## src/rtl/sop_pkg.sv

```systemverilog
// sop_pkg: shared types and widths for the sum-of-products sequencer.
//   state_t : FSM states IDLE, MUL_AB, MUL_CD, ADD, DONE
//   OP_W/PROD_W/SUM_W/RES_W : operand, product, sum and result widths
package sop_pkg;
  localparam int OP_W   = 4;
  localparam int PROD_W = 8;
  localparam int SUM_W  = 9;
  localparam int RES_W  = 12;

  typedef enum logic [2:0] {IDLE, MUL_AB, MUL_CD, ADD, DONE} state_t;
endpackage

```

## src/rtl/sop_sequencer_if.sv

```systemverilog
// sop_sequencer_if: operand/handshake bundle between capture logic and display path.
//   master : drives start, a, b, c, d, acc_clr; observes busy, done, result
//   slave  : the sequencer side
interface sop_sequencer_if;
  import sop_pkg::*;
  logic             start;
  logic [OP_W-1:0]  a, b, c, d;
  logic             acc_clr;
  logic             busy;
  logic             done;
  logic [RES_W-1:0] result;

  modport master (output start, a, b, c, d, acc_clr, input busy, done, result);
  modport slave  (input start, a, b, c, d, acc_clr, output busy, done, result);
endinterface

```

## src/rtl/sop_datapath.sv

```systemverilog
// sop_datapath: time-multiplexed datapath for P = A*B + C*D.
//   sop_mul4x4   : combinational 4x4 unsigned array multiplier
//   sop_datapath : operand mux, shared multiplier, p1/p2 registers, 8-bit ripple adder
//     clk, rst_n     : clock, async active-low reset
//     sel_cd         : 0 selects (a_r,b_r), 1 selects (c_r,d_r)
//     ld_p1, ld_p2   : load product into p1 / p2
//     a_r..d_r       : registered operands
//     sum            : p1 + p2 with carry-out in bit 8
module sop_mul4x4 import sop_pkg::*; (
  input  logic [OP_W-1:0]   x,
  input  logic [OP_W-1:0]   y,
  output logic [PROD_W-1:0] p
);
  logic [OP_W-1:0][PROD_W-1:0] pp;
  logic [OP_W-1:0][PROD_W-1:0] row;

  // One shifted partial-product row per multiplier bit, summed row by row.
  for (genvar i = 0; i < OP_W; i++) begin : g_pp
    assign pp[i] = PROD_W'(x & {OP_W{y[i]}}) << i;
    if (i == 0) begin : g_first
      assign row[i] = pp[i];
    end else begin : g_acc
      assign row[i] = row[i-1] + pp[i];
    end
  end
  assign p = row[OP_W-1];
endmodule

module sop_datapath import sop_pkg::*; (
  input  logic             clk,
  input  logic             rst_n,
  input  logic             sel_cd,
  input  logic             ld_p1,
  input  logic             ld_p2,
  input  logic [OP_W-1:0]  a_r,
  input  logic [OP_W-1:0]  b_r,
  input  logic [OP_W-1:0]  c_r,
  input  logic [OP_W-1:0]  d_r,
  output logic [SUM_W-1:0] sum
);
  logic [OP_W-1:0]   mx, my;
  logic [PROD_W-1:0] prod, p1, p2, s;
  logic [PROD_W:0]   cy;

  assign mx = sel_cd ? c_r : a_r;
  assign my = sel_cd ? d_r : b_r;

  sop_mul4x4 u_mul (.x(mx), .y(my), .p(prod));

  always_ff @(posedge clk or negedge rst_n) begin
    if (!rst_n) begin
      p1 <= '0;
      p2 <= '0;
    end else begin
      if (ld_p1) p1 <= prod;
      if (ld_p2) p2 <= prod;
    end
  end

  assign cy[0] = 1'b0;
  for (genvar i = 0; i < PROD_W; i++) begin : g_fa
    assign s[i]    = p1[i] ^ p2[i] ^ cy[i];
    assign cy[i+1] = (p1[i] & p2[i]) | (cy[i] & (p1[i] ^ p2[i]));
  end
  assign sum = {cy[PROD_W], s};
endmodule

```

## src/rtl/sop_sequencer.sv

```systemverilog
// sop_sequencer: 4-cycle controller computing A*B + C*D on one shared multiplier.
//   clk, rst_n : clock, async active-low reset
//   bus        : sop_sequencer_if.slave (start, a..d, acc_clr in; busy, done, result out)
// Optional feature: define SOP_ACCUM_EN to add a 12-bit wrapping accumulator;
// result then reports the running total and acc_clr (in IDLE/DONE) zeroes it.
module sop_sequencer import sop_pkg::*; (
  input  logic           clk,
  input  logic           rst_n,
  sop_sequencer_if.slave bus
);
  state_t           state, nxt;
  logic             idle_or_done, accept;
  logic [OP_W-1:0]  a_r, b_r, c_r, d_r;
  logic [SUM_W-1:0] sum;

  assign idle_or_done = (state == IDLE) || (state == DONE);
  assign accept       = bus.start && idle_or_done;

  always_ff @(posedge clk or negedge rst_n) begin
    if (!rst_n) state <= IDLE;
    else        state <= nxt;
  end

  always_comb begin
    nxt = state;
    case (state)
      IDLE:    if (bus.start) nxt = MUL_AB;
      MUL_AB:  nxt = MUL_CD;
      MUL_CD:  nxt = ADD;
      ADD:     nxt = DONE;
      DONE:    nxt = bus.start ? MUL_AB : IDLE;
      default: nxt = IDLE;
    endcase
  end

  assign bus.busy = (state == MUL_AB) || (state == MUL_CD) || (state == ADD);
  assign bus.done = (state == DONE);

  // Operands are frozen for the whole operation; the datapath never sees live inputs.
  always_ff @(posedge clk or negedge rst_n) begin
    if (!rst_n) begin
      a_r <= '0; b_r <= '0; c_r <= '0; d_r <= '0;
    end else if (accept) begin
      a_r <= bus.a; b_r <= bus.b; c_r <= bus.c; d_r <= bus.d;
    end
  end

  sop_datapath u_dp (
    .clk   (clk),
    .rst_n (rst_n),
    .sel_cd(state == MUL_CD),
    .ld_p1 (state == MUL_AB),
    .ld_p2 (state == MUL_CD),
    .a_r   (a_r),
    .b_r   (b_r),
    .c_r   (c_r),
    .d_r   (d_r),
    .sum   (sum)
  );

`ifdef SOP_ACCUM_EN
  logic [RES_W-1:0] acc;

  // Clear only happens outside ADD, so it never collides with an update.
  always_ff @(posedge clk or negedge rst_n) begin
    if (!rst_n) begin
      acc        <= '0;
      bus.result <= '0;
    end else if (idle_or_done && bus.acc_clr) begin
      acc <= '0;
    end else if (state == ADD) begin
      acc        <= acc + RES_W'(sum);
      bus.result <= acc + RES_W'(sum);
    end
  end
`else
  logic unused_acc_clr;
  assign unused_acc_clr = bus.acc_clr;

  always_ff @(posedge clk or negedge rst_n) begin
    if (!rst_n)             bus.result <= '0;
    else if (state == ADD)  bus.result <= RES_W'(sum);
  end
`endif
endmodule

```

## src/flat_wrapper.sv

```systemverilog
// flat-port wrapper written by rule: the top's interface ports become plain ports
module sop_sequencer_flat import sop_pkg::*;
  (clk, rst_n, bus_start, bus_a, bus_b, bus_c, bus_d, bus_acc_clr, bus_busy, bus_done, bus_result);
  sop_sequencer_if bus_i ();
  input  logic clk;
  input  logic rst_n;
  input wire logic [$bits(bus_i.start)-1:0] bus_start;
  input wire logic [$bits(bus_i.a)-1:0] bus_a;
  input wire logic [$bits(bus_i.b)-1:0] bus_b;
  input wire logic [$bits(bus_i.c)-1:0] bus_c;
  input wire logic [$bits(bus_i.d)-1:0] bus_d;
  input wire logic [$bits(bus_i.acc_clr)-1:0] bus_acc_clr;
  output wire logic [$bits(bus_i.busy)-1:0] bus_busy;
  output wire logic [$bits(bus_i.done)-1:0] bus_done;
  output wire logic [$bits(bus_i.result)-1:0] bus_result;
  assign bus_i.start = bus_start;
  assign bus_i.a = bus_a;
  assign bus_i.b = bus_b;
  assign bus_i.c = bus_c;
  assign bus_i.d = bus_d;
  assign bus_i.acc_clr = bus_acc_clr;
  assign bus_busy = bus_i.busy;
  assign bus_done = bus_i.done;
  assign bus_result = bus_i.result;
  sop_sequencer u_core (.clk(clk), .rst_n(rst_n), .bus(bus_i));
endmodule
```

## config.mk

```make
export PLATFORM = sky130hd
export DESIGN_NAME = sop_sequencer_flat
export DESIGN_NICKNAME = d
export VERILOG_FILES = /design/src/rtl/sop_pkg.sv /design/src/rtl/sop_sequencer_if.sv /design/src/rtl/sop_datapath.sv /design/src/rtl/sop_sequencer.sv /design/src/flat_wrapper.sv
export SDC_FILE = /design/constraint.sdc
export NUM_CORES = 1
export LEC_CHECK = 0
export ABC_CLOCK_PERIOD_IN_PS = 8800
export CORE_MARGIN = 5
export CORE_UTILIZATION = 50
export CTS_CLUSTER_DIAMETER = 50
export CTS_CLUSTER_SIZE = 40
export DETAILED_ROUTE_END_ITERATION = 10
export GPL_TIMING_DRIVEN = 0
export PLACE_DENSITY_LB_ADDON = 0.15
export SLEW_MARGIN = 20
export SYNTH_ARGS = -nofsm -noshare
export SYNTH_HDL_FRONTEND = slang
export SYNTH_SLANG_ARGS = --single-unit
```

## constraint.sdc

```tcl
create_clock -name clk -period 8.8 [get_ports clk]
set_input_delay 1.76 -clock clk [delete_from_list [all_inputs] [get_ports clk]]
set_output_delay 1.76 -clock clk [all_outputs]
set_load 0.05 [all_outputs]
```

======== Word level (Yosys, flattened, before mapping) ========
Index checks and enable logic that the tools add are counted.
storage, ports and cells
  word-level logic and storage cells ...... 67
  register bits after elaboration ......... 44
operators by class
  reductions and logical operators ........ 5
  multiplexer cells ....................... 5
  bitwise gates (word level) .............. 41
  add/sub/neg operators ................... 3
  equal/unequal tests ..................... 5
operator list
  kind                                            number
  bitwise AND 4 bit                               4
  bitwise AND 1 bit                               15
  case mux 3 bit (5 select lines)                 1
  bitwise XOR 1 bit                               15
  adder 4 x 8 -> 8 bit                            1
  adder 8 x 6 -> 8 bit                            1
  adder 8 x 7 -> 8 bit                            1
  two-way mux 4 bit                               2
  bitwise OR 1 bit                                7
  == test 3 x 2 -> 1 bit (second input constant)  2
  == test 3 x 1 -> 1 bit (second input constant)  1
  == test 3 bit (second input constant)           1
  zero test 3 bit                                 1
  logical OR 1 bit                                3
  two-way mux 3 bit                               1
  != test 2 bit (second input constant)           1
  logical AND 1 bit                               1
  two-way mux 1 bit                               1

======== Longest topological paths before layout ========
Gate-level depths: netlist of the first run.
  depth after elaboration ................. 15
  mapped depth ............................ 12
  depth with buffers taken out ............ 11

======== Modules after synthesis ========
Synthesis of the first run repeated with hierarchy kept, for this count alone.
unflattened totals
  cell total of the unflattened synthesis .. 184
  area, all modules ....................... 2521.2 um2
by module, submodules not included
  module         area each (um2)  seq. area each (um2)  cells each  times used
  sop_sequencer  1133.6           700.7                 74          1
  sop_datapath   965.9            400.4                 56          1
  sop_mul4x4     421.7            0.0                   54          1

======== Worst setup path before layout of the first run ========
No wires, ideal clock.
  kind .................................... reg2reg
  start ................................... register u_core.u_dp.p1[0]
  end ..................................... register u_core.bus.result[7]
  clock period less this slack ............ 3.481 ns
  arrival time ............................ 3.399 ns
  stages on the path, launching flop included .. 11
  slack ................................... 5.319 ns
  data required time ...................... 8.717 ns
  library setup time ...................... 0.083 ns
  cell sequence ........................... dfrtp_1 > ha_1 > fa_1 > fa_1 > fa_1 > fa_1 > fa_1 > fa_1 > inv_1 > fa_1 > o21ai_0
on the way
  longest elaborated chain between the ends .. 14
ends and longest elaborated chain
  element                         RTL line                source
  start: declaration              sop_datapath.sv:42      logic [PROD_W-1:0] prod, p1, p2, s;
  start signal: assignment        sop_datapath.sv:55      if (ld_p1) p1 <= prod;
  bitwise AND 1 bit (2 in a row)  sop_datapath.sv:63      assign cy[i+1] = (p1[i] & p2[i]) | (cy[i] & (p1[i] ^ p2[i]));
  bitwise OR 1 bit                sop_datapath.sv:63
  bitwise AND 1 bit               sop_datapath.sv:63
  bitwise OR 1 bit                sop_datapath.sv:63
  bitwise AND 1 bit               sop_datapath.sv:63
  bitwise OR 1 bit                sop_datapath.sv:63
  bitwise AND 1 bit               sop_datapath.sv:63
  bitwise OR 1 bit                sop_datapath.sv:63
  bitwise AND 1 bit               sop_datapath.sv:63
  bitwise OR 1 bit                sop_datapath.sv:63
  bitwise AND 1 bit               sop_datapath.sv:63
  bitwise OR 1 bit                sop_datapath.sv:63
  bitwise XOR 1 bit               sop_datapath.sv:62      assign s[i] = p1[i] ^ p2[i] ^ cy[i];
  end signal: assignment          sop_sequencer.sv:82     else if (state == ADD) bus.result <= RES_W'(sum);
  end: declaration                sop_sequencer_if.sv:14  modport slave (input start, a, b, c, d, acc_clr, output busy, done, result);
Every way passes these cells.
A chain may end at the register's enable or synchronous reset.

======== Worst setup path in the final report of the first run ========
Ends and elaborated chain as after synthesis.

==> flow_summary.toml, run 1 <==
[outcome]
run_status = "complete, no violations"

[routing]
route.detailed.drc = 0
antenna_left = 0
detail_route.wirelength_um = 4491
num_vias = 1688
vias_per_cell = 5.210
drt_first_pass_iters = 4
drtIter0Drc = 149
wl_per_cell_um = 13.86

[finish]
multi_input_area_um2 = 1237
fin_nets = 300
fin_util = 0.6195
areaGrowthSynthToFinish_pct = 19.19
fin_area_um2 = 2945
seqCellArea_um2 = 1101
drive_above_1_share = 0.1790
fin_cells = 324
antenna-diode-count = 0
final_cell_mix = "nand2_1 (44), dfrtp_1 (44), clkdlybuf4s50_1 (28), nand3_1 (24), mux2_2 (14)"
fill_cells = 431

[global_route]
grt_pass1_wl_um = 8266
grt_max_degree = 27
gr-total-overflow = 0
grt_use_total = 0.1665
grt_pass1_vias = 1745
antenna_found_initial = 0

[synth]
ys_types = 28
synth_area_um2 = 2471
synth_edf_count = 0
syn_inst = 218
async_reset_ff_frac = 1.000
synth_area_leaders = "dfrtp_1 (45%), fa_1 (9.7%), nand2_1 (6.7%), mux2_2 (6.4%), ha_1 (5.6%)"
ys.flop_type = "dfrtp_1"
synth_area_per_cell_um2 = 11.34
synth.top_cell.area_share = 0.4456
synth_sequential_area_ratio = 0.4456
synth_top_cell_by_area = "dfrtp_1"
ys_seq_elements = 44
yosys_warnings = 0

[worst_hold_path]
worstHoldPathType = "reg2reg"

[power_and_ir_drop]
pwr-share-comb = 0.588
p_leak_uw = 0.001432
ir_drop_mv = 0.1728
powerDensity_nw_per_um2 = 423.1
power.switching_uw = 559.0
p_int_uw = 687.1
p_seq_frac = 0.318
power_frac_clock = 0.095
netSwitchingFraction = 0.4486

[clock_network]
path_clk_slew_ns = 0.08
cts.path.max_buffers = 2
cts_htree_levels = 2
numCtsBuffers = 5
cts_resized = 0
cts_root_buffer = "clkbuf_8"
clock_latency_ns = 0.29
cts_sinks = 44
cts_tree = "yes"
ctsHoldBuffers = 0
postCtsSetupRepairBufs = 0

[flow_run]
cap_violations = 0

[setup_path]
crit_family = "adder cells"
critPathMostFrequentCell = "fa_1"
cp.required_ns = 9.02
crit_arrival_ns = 3.88
worstPathCellList = "ha_1 -> fa_1 -> fa_1 -> fa_1 -> fa_1 -> fa_1 -> fa_1 -> inv_1 -> fa_1 -> o21ai_0"
startpoint_type = "register"
slowest_stage = "fa_1"
critical-path-max-stage-delay_ns = 0.40
end_kind = "register"
cp_num_buf_inv = 1
path_class = "reg2reg"
worst-path-max-fanout = 2

[sta]
max_freq_mhz = 273.2
slew_violations = 0
fin_crit_ns = 3.660
finalHoldViolCount = 0
slew_headroom = 0.6364
final-setup-viol-count = 0
fin_skew_ns = 0.007561
finalSetupTns_ns = 0
rsz0062_at_grt = "false"
finalCritPeriodShare = 0.4159
tightest_slew_ns = 0.5431

[place]
portBuffers = 29
dpl.cell_count = 317
hpwl_um = 3421
placed_area_um2 = 2868
finalWeightedCongestion = 0.7972

[die]
die_x_um = 80.30
num_rows = 25
die_h_um = 80.30
design.core.area_um2 = 4755
ios = 34
start_util = 0.5197
dieArea_um2 = 6448
## cell usage after synthesis (all sizes together), types with 4 or more instances
library cell / count
ha: 11
buf: 12
a31oi: 6
fa: 12
and3: 6
dfrtp: 44
a211o: 4
nand2: 44
mux2: 23
nand4: 4
o21ai: 4
nand3: 24
inv: 8
## sequential cells by signal, summed over array words and instances (netlist names)
signal / flops
u_core.u_dp.p1: 8
u_core.a_r: 4
u_core.b_r: 4
u_core.u_dp.p2: 8
u_core.state: 3
u_core.d_r: 4
u_core.bus.result: 9
u_core.c_r: 4
## final cells by class
class                   count  share of cell area
plain buffers              12             0.03738
repair buffers             30              0.1037
well taps                  67             0.02846
clock inverters             1            0.001699
multi-input cells         156              0.4201
clock buffers               6             0.02464
flip-flops and latches     44              0.3738
inverters                   8             0.01020
## stage by stage
stage	setup slack [ns]	total power (uW)	hold WS, ns
after floorplan	5.319	946.5	0.4414
after global placement	4.807	1118	0.4640
after detailed placement	5.142	1134	0.4697
after CTS	5.110	1263	0.4875
after global routing	4.995	1392	0.5270
final	5.140	1246	0.4812
## kinds of logic (layout without fill, tap and decap cells)
kind of cell    after synthesis  in the layout  synth area share
other cells                   1              3          0.001518
xor+xnor                      1              1          0.003545
buf+inv                      20             57           0.05671
fa+ha+maj                    23             23            0.1529
simple gates                 88             88            0.1717
compound gates               18             18           0.04962
flops                        44             44            0.4456
mux                          23             23            0.1185
## path summary, 6_finish.rpt
path	startpoint	slack [ns]	end	cells past startpoint
max in group asynchronous	rst_n	6.91	u_core.state[2]$_DFFE_PN0P_	2
max	u_core.u_dp.p1[0]$_DFFE_PN0P_	5.14	u_core.bus.result[7]$_DFFE_PN0P_	10
min reg2reg	u_core.bus.result[8]$_DFFE_PN0P_	0.48	u_core.bus.result[8]$_DFFE_PN0P_	2
max reg2reg	u_core.u_dp.p1[0]$_DFFE_PN0P_	5.14	u_core.bus.result[7]$_DFFE_PN0P_	10
min	u_core.bus.result[8]$_DFFE_PN0P_	0.48	u_core.bus.result[8]$_DFFE_PN0P_	2
min in group asynchronous	rst_n	1.40	u_core.bus.result[7]$_DFFE_PN0P_	1
## layer usage
metal	up-vias	track usage	wire, um
li1	821	-	-
met1	804	0.2146	2016
met2	55	0.2690	2117
met3	8	0.03812	260
met4	0	0.06926	96
met5	-	0	0
## power by group through the flow
stage	Sequential, uW	Combinational [uW]	Clock (uW)
after floorplan	436	511	0
after global placement	398	721	0
after CTS	395	744	124
final	396	733	118
after global routing	413	848	131
after detailed placement	400	735	0
## worst reg2reg max path, cell delays in order, from the launching register on
cell and delay (ns):
dfrtp_1 0.39, ha_1 0.22, fa_1 0.39, fa_1 0.40, fa_1 0.40, fa_1 0.40
fa_1 0.39, fa_1 0.36, inv_1 0.07, fa_1 0.40, o21ai_0 0.16
Note: power is estimated with default switching activity, not from simulation.
==> run 2: changes to the inputs <==
--- a/config.mk
+++ b/config.mk
@@ -5,9 +5,9 @@
 export SDC_FILE = /design/constraint.sdc
 export NUM_CORES = 1
 export LEC_CHECK = 0
-export ABC_CLOCK_PERIOD_IN_PS = 8800
+export ABC_CLOCK_PERIOD_IN_PS = 3100
 export CORE_MARGIN = 5
-export CORE_UTILIZATION = 50
+export CORE_UTILIZATION = 49
 export CTS_CLUSTER_DIAMETER = 50
 export CTS_CLUSTER_SIZE = 40
 export DETAILED_ROUTE_END_ITERATION = 10
==> constraint.sdc (replaced) <==
create_clock -name clk -period 3.1 [get_ports clk]
set_input_delay 0.62 -clock clk [delete_from_list [all_inputs] [get_ports clk]]
set_output_delay 0.62 -clock clk [all_outputs]
set_load 0.05 [all_outputs]
==> flow_summary.toml, run 2 (synthesis results as in run 1) <==
[sta]
finalSetupTns_ns = -0.6061
max_freq_mhz = 298.3
finalCritPeriodShare = 1.081
finalHoldViolCount = 0
final-setup-viol-count = 7
rsz0062_at_grt = "true"
finalWorstSetupSlack_ns = -0.2522
fin_crit_ns = 3.352
fin_skew_ns = 0.006049
slew_headroom = 0.6300
slew_violations = 0
tightest_slew_ns = 0.5525

[setup_path]
reg2reg_slack_ns = -0.25
critPathMostFrequentCell = "fa_2"
cp_num_buf_inv = 1
end_kind = "register"
timing.rr.start = "u_core.u_dp.p1[0]$_DFFE_PN0P_"
worst-path-max-fanout = 2
startpoint = "u_core.u_dp.p1[0]$_DFFE_PN0P_"
crit_family = "adder cells"
ff2ff_path_depth = 10
path_class = "reg2reg"
critical_path_depth = 10
worstPathCellList = "ha_2 -> fa_2 -> fa_2 -> fa_2 -> fa_2 -> fa_2 -> fa_2 -> inv_2 -> fa_2 -> o21ai_2"
cp.required_ns = 3.33
reg2reg_to = "u_core.bus.result[7]$_DFFE_PN0P_"
slowest_stage = "fa_2"
endpoint = "u_core.bus.result[7]$_DFFE_PN0P_"
crit_arrival_ns = 3.58
critical-path-max-stage-delay_ns = 0.43
startpoint_type = "register"

[die]
die_x_um = 81.02
start_util = 0.5130
ios = 34
num_rows = 25
dieArea_um2 = 6563
die_h_um = 81.02
design.core.area_um2 = 4817

[clock_network]
cts_sinks = 44
cts_htree_levels = 2
cts_root_buffer = "clkbuf_8"
cts_tree = "yes"
path_clk_slew_ns = 0.08
cts.path.max_buffers = 2
numCtsBuffers = 5
clock_latency_ns = 0.29

[flow_run]
cap_violations = 0

[finish]
areaGrowthSynthToFinish_pct = 27.95
fill_cells = 409
layout_commonest_cell = "nand2_1"
largest_reg_flops = 9
drive_above_1_share = 0.3109
reg_top3 = "u_core.bus.result: 9 flops, u_core.u_dp.p1: 8 flops, u_core.u_dp.p2: 8 flops"
fin_nets = 310
top_register = "u_core.bus.result"
multi_input_area_um2 = 1364
seqCellArea_um2 = 1105
antenna-diode-count = 0
final_cell_mix = "nand2_1 (43), dfrtp_1 (41), clkdlybuf4s50_1 (28), nand3_1 (20), mux2_2 (14)"

[outcome]
run_status = "finished, violations left"
violations = "negative setup slack"

[worst_hold_path]
worstHoldPathType = "in2async"

[global_route]
grt_use_total = 0.1638
gr-total-overflow = 0
grt_pass1_vias = 1788
grt_max_degree = 30
grt_pass1_wl_um = 8307
antenna_found_initial = 0

[routing]
vias_per_cell = 5.308
drtIter0Drc = 73
drt_first_pass_iters = 4
route.detailed.drc = 0
num_vias = 1773
antenna_left = 0
detail_route.wirelength_um = 4857
wl_per_cell_um = 14.54

[place]
finalWeightedCongestion = 0.7908
portBuffers = 29
hpwl_um = 3583
run 2: cell count changes in the layout (fill, tap and decap cells not counted), sizes merged:
cell,before,now
buf,14,24
run 2: area by class of cell:
class,count,area share
Clock inverter,1,0.001583
Multi-Input combinational cell,156,0.4313
Buffer,12,0.03720
Timing Repair Buffer,40,0.1215
Sequential cell,44,0.3494
Tap cell,67,0.02651
Inverter,8,0.009497
Clock buffer,6,0.02295
run 2: worst reg2reg max path, cell delays in order, from the launching register on:
cell	delay, ns
dfrtp_1	0.39
ha_2	0.20
fa_2	0.34
fa_2	0.36
fa_2	0.35
fa_2	0.34
fa_2	0.34
fa_2	0.34
inv_2	0.06
fa_2	0.43
o21ai_2	0.13
run 2: per-stage QoR:
| step | worst slack (ns) | instances | cell area, um2 | util | hold slack, ns |
|---|---|---|---|---|---|
| detailed placement | -0.3047 | 317 | 2898 | 0.6016 | 0.4721 |
| floorplan | -0.1582 | 220 | 2509 | - | 0.3244 |
| global placement | -0.2733 | 316 | 2883 | 0.5984 | 0.4604 |
| global route | -0.3394 | 334 | 3162 | 0.6564 | 0.2575 |
| finish | -0.2522 | 334 | 3162 | 0.6564 | 0.2371 |
| CTS | -0.2516 | 333 | 3070 | 0.6374 | 0.2477 |
run 2: what timing repair did:
action                     in CTS  in global routing
cloned                          0                  0
setup endpoints to repair      11                 11
pin swaps                       7                  3
hold buffers                    0                  0
resized for setup               9                 14
setup buffers                   9                  1
run 2: metal layers:
metal	global-route usage	up-vias	share of wire
li1	-	845	-
met1	0.2024	869	0.43
met2	0.2898	47	0.49
met3	0.02661	12	0.053
met4	0.05574	0	0.021
met5	0	-	0
run 2: worst min path at each step:
| stage | to | cells past startpoint | slack (ns) |
|---|---|---|---|
| after floorplan | u_core.a_r[0]$_DFFE_PN0P_ | 0 | 0.32 |
| final | u_core.u_dp.p2[6]$_DFFE_PN0P_ | 1 | 0.24 |
| after global routing | u_core.u_dp.p2[6]$_DFFE_PN0P_ | 1 | 0.26 |
| after global placement | u_core.u_dp.p2[0]$_DFFE_PN0P_ | 2 | 0.46 |
| after CTS | u_core.bus.result[6]$_DFFE_PN0P_ | 1 | 0.25 |
| after detailed placement | u_core.u_dp.p2[0]$_DFFE_PN0P_ | 2 | 0.47 |
Power of run 2 is left out: the tool's default activity adds up to more than one toggle a clock period on the data nets, which glitch-free logic cannot reach.
